==> src/rtl/bin2bcd_dabble.sv <==
// Sequential binary-to-BCD converter (shift-and-add-3), one input bit per clock.
// Valid/ready handshakes on both sides; result digits are packed LSD-first.
module bin2bcd_dabble #(
    parameter int unsigned BIN_W  = 8,
    parameter int unsigned DIGITS = 3
) (
    input  logic                  clk,
    input  logic                  rst,
    input  logic                  in_valid,
    output logic                  in_ready,
    input  logic [BIN_W-1:0]      bin,
    output logic                  out_valid,
    input  logic                  out_ready,
    output logic [4*DIGITS-1:0]   bcd,
    output logic                  busy
);

    localparam int unsigned BW = 4 * DIGITS;
    localparam int unsigned CW = (BIN_W > 1) ? $clog2(BIN_W) : 1;
    localparam logic [CW-1:0] LastCount = CW'(BIN_W - 1);

    typedef enum logic [1:0] {StIdle, StShift, StDone} state_e;

    state_e           state_q;
    logic [CW-1:0]    count_q;
    logic [BIN_W-1:0] shift_q;
    logic [BW-1:0]    scratch_q;

    logic [BW-1:0]    corr;
    logic [BW-1:0]    scratch_nxt;
    logic [BIN_W-1:0] shift_nxt;

    assign in_ready = (state_q == StIdle) & ~rst;

    // Add-3 correction on every digit, then shift the binary MSB into the scratch LSB.
    always_comb begin
        corr = scratch_q;
        for (int i = 0; i < int'(DIGITS); i++) begin
            if (scratch_q[4*i +: 4] >= 4'd5) begin
                corr[4*i +: 4] = scratch_q[4*i +: 4] + 4'd3;
            end
        end
        scratch_nxt = {corr[BW-2:0], shift_q[BIN_W-1]};
        shift_nxt   = shift_q << 1;
    end

    always_ff @(posedge clk or posedge rst) begin
        if (rst) begin
            state_q   <= StIdle;
            count_q   <= '0;
            shift_q   <= '0;
            scratch_q <= '0;
            bcd       <= '0;
            out_valid <= 1'b0;
            busy      <= 1'b0;
        end else begin
            case (state_q)
                StIdle: begin
                    if (in_valid) begin
                        shift_q   <= bin;
                        scratch_q <= '0;
                        count_q   <= '0;
                        busy      <= 1'b1;
                        state_q   <= StShift;
                    end
                end
                StShift: begin
                    scratch_q <= scratch_nxt;
                    shift_q   <= shift_nxt;
                    count_q   <= count_q + CW'(1);
                    if (count_q == LastCount) begin
                        bcd       <= scratch_nxt;
                        out_valid <= 1'b1;
                        busy      <= 1'b0;
                        state_q   <= StDone;
                    end
                end
                StDone: begin
                    // bcd is left untouched so it stays readable until the next result.
                    if (out_ready) begin
                        out_valid <= 1'b0;
                        state_q   <= StIdle;
                    end
                end
                default: state_q <= StIdle;
            endcase
        end
    end

endmodule

==> config.mk <==
export PLATFORM = sky130hd
export DESIGN_NAME = bin2bcd_dabble
export DESIGN_NICKNAME = d
export VERILOG_FILES = /design/src/rtl/bin2bcd_dabble.sv
export SDC_FILE = /design/constraint.sdc
export NUM_CORES = 1
export LEC_CHECK = 0
export ABC_AREA = 1
export CAP_MARGIN = 5
export CORE_MARGIN = 4
export CORE_UTILIZATION = 53
export CTS_CLUSTER_DIAMETER = 120
export DETAILED_ROUTE_END_ITERATION = 8
export PLACE_DENSITY = 0.86
export SKIP_LAST_GASP = 1
export SYNTH_ARGS = -nofsm -noshare
export SYNTH_HDL_FRONTEND = slang
export SYNTH_SLANG_ARGS = --single-unit
==> constraint.sdc <==
create_clock -name clk -period 1.6 [get_ports clk]
set_input_delay 0.32 -clock clk [delete_from_list [all_inputs] [get_ports clk]]
set_output_delay 0.32 -clock clk [all_outputs]
set_load 0.01 [all_outputs]
==> qor.yml <==
nNetsFinal: 278
leakage_nw: 1.29
ant_nets: 0
syn_inst: 222
htreeDepth: 2
slew_violations: 0
drt_first_pass_iters: 4
drive_above_1_share_pct: 9.65
synth_ff_type: "dfrtp_1"
wl_per_cell_um: 12.4
n_antenna_cell: 0
seq_area_frac_synth_pct: 52.1
synthTopCellsByCount: "nand2_1, dfrtp_1, nand3_1"
crit_chain: "nor3_1, clkdlybuf4s15_1"
cap_violations: 0
seq_area_um2: 976
clock-sinks: 39
grt_pass1_vias: 1513
async_reset_ff_share_pct: 100
syn_area_mm2: 0.00187
layout_setup_ws_ps: 82.4
fin_util_pct: 67.9
die_area_mm2: 0.00455
criticalPathCategory: "reg -> out"
finalPower_mw: 4.15
path_max_fanout: 2
io_pins: 27
cts_buffers: 5
cellPowerDensity_mw_per_mm2: 1820
antenna_found_initial: 0
syn_to_final_growth_pct: 21.8
yosys-top-cells-area: "dfrtp_1, nand2_1, nand3_1"
core-area_mm2: 0.00336
arrival_ps: 1200
crit_end: "in_ready"
status: "finished clean"
synth_edf_count: 0
synth_cell_type_count: 22
root_buffer: "clkbuf_4"
io_buffers: 26
finalCriticalPeriod_ps: 1520
r2r-start: "count_q[0]$_DFFE_PP0P_"
placedCellCount: 297
critPathMaxStageDelay_ps: 410
r2r_cells: 6
grt_usage_pct: 19.1
ys_seq_elements: 39
tritoncts: "built"
critPathCaptureType: "primary output"
cp-start-kind: "flop"
ir_worst_vdd_mv: 0.933
grt_overflow: 0
grt_pass1_wl_um: 6490
place_congestion: 0.828
synth_top_area_share_pct: 52.1
slew_headroom_pct: 77.3
dp_hpwl_um: 2670
wl_um: 3790
min_path_type: "in -> async"
cts.reportedPaths.clkPinSlew_ps: 120
whs_ps: 337
fin_cells: 305
crit_path_start: "state_q[1]$_DFFE_PP0P_"
crit_required_ps: 1280
grt_setup_unrepaired: "false"
drc_errors: 0
vias: 1579
worst_slew_pin_slew_ps: 340
multi_input_area_um2: 772
fillers: 281
clock_latency_ps: 360
cp_slowest_cell: "dfrtp_1"
grt_max_degree: 40
yosysMostFrequentCell: "nand2_1"
drt-vias-per-instance: 5.18
yosys.area.top_type: "dfrtp_1"
die_w_um: 67.5
worst_r2r_endpoint: "bcd[10]$_DFFE_PP0P_"
final_hold_viol_count: 0
setup_viol: 0
drt_first_iter_violations: 108
fmax_mhz: 659
fp.dieH_um: 67.5
yosys_warnings: 0
start_util_pct: 55.7
avgSynthCellArea_um2: 8.44
clock_path_buffers: 2
num_rows: 21
clock_skew_ps: 12.6
period_share_pct: 94.8
post-place-ws_ps: -180
syn-num-nets: 242
rrSetupSlack_ps: 190
==> metal layers <==
metal	global-route usage [%]	vias up	routed length, um
li1	-	789	-
met1	22.9	752	1620
met2	32.2	33	1940
met3	5.66	5	187
met4	7.34	0	41
met5	0	-	0
==> final cells by class <==
type	count	share of cell area (%)
multi-input combinational	159	33.8
clock inverter	3	0.658
inverter	20	3.45
tap	46	2.52
timing repair buffer	33	15.1
sequential	39	42.8
clock buffer	5	1.64
==> stage by stage <==
step	TNS, ps	cell area [um2]
final	0	2280
after global routing	0	2280
after CTS	0	2260
after detailed placement	-180	2210
after global placement	-141	2210
after floorplan	0	1870
==> state kept, by name, summed over array words and instances, names as in the netlist <==
register / flops
bcd: 12
out_valid: 1
shift_q: 8
scratch_q: 12
busy: 1
count_q: 3
state_q: 2
==> worst min path at each step <==
stage / from / end / slack, ps / cells past startpoint
CTS: rst / bcd[4]$_DFFE_PP0P_ / 340 / 3
global route: rst / bcd[4]$_DFFE_PP0P_ / 360 / 3
detailed placement: out_valid$_DFFE_PP0P_ / out_valid$_DFFE_PP0P_ / 460 / 2
global placement: out_valid$_DFFE_PP0P_ / out_valid$_DFFE_PP0P_ / 460 / 2
finish: rst / scratch_q[1]$_DFFE_PP0P_ / 340 / 3
floorplan: out_ready / state_q[1]$_DFFE_PP0P_ / 420 / 1
==> cell usage in the layout (no fill, tap or decap) <==
master,synthesis,layout
a21oi_1,1,1
ha_1,8,8
buf_12,0,1
dlymetal6s2s_1,0,10
inv_4,1,1
o31ai_1,1,1
nand3_1,26,26
inv_1,16,16
buf_4,0,6
nor2_4,1,1
dlygate4sd2_1,0,4
nand2_4,2,2
nor3_1,1,1
clkdlybuf4s50_1,0,11
nor2_2,1,1
o211ai_1,1,1
nand2_1,93,93
nand4_1,4,4
nor2_1,3,3
clkbuf_4,0,5
dfrtp_1,39,39
clkinv_2,1,4
inv_2,2,2
nand2_2,2,2
o22ai_1,3,3
clkdlybuf4s15_1,0,1
o21ai_0,12,12
==> cells by family after synthesis <==
logic type               after synthesis  share of synthesized area (%)
flip-flops                            39                           52.1
AO/OA/AOI/OAI                         18                           5.27
AND/OR/NAND/NOR                      133                           30.6
buffers and inverters                 24                           6.74
adder cells (fa/ha/maj)                8                           5.34
==> worst max-delay path: cells and delay by family, from the launching register on <==
kind / cells / cell delay (ps)
flip-flops: 1 / 410
buffers and inverters: 1 / 260
AND/OR/NAND/NOR: 1 / 180
==> report_power, final <==
group / internal, mW / switching (mW)
registers: 1.41 / 0.263
logic: 0.814 / 1.17
clock network: 0.164 / 0.330
total: 2.39 / 1.76
==> timing repair <==
item / in CTS / in global routing
gates cloned: 0 / 0
resized for setup: 5 / 11
buffers inserted: 0 / 0
endpoints found under the setup margin: 5 / 11
hold buffers: 0 / 0
Note: power is estimated with default switching activity, not from simulation.
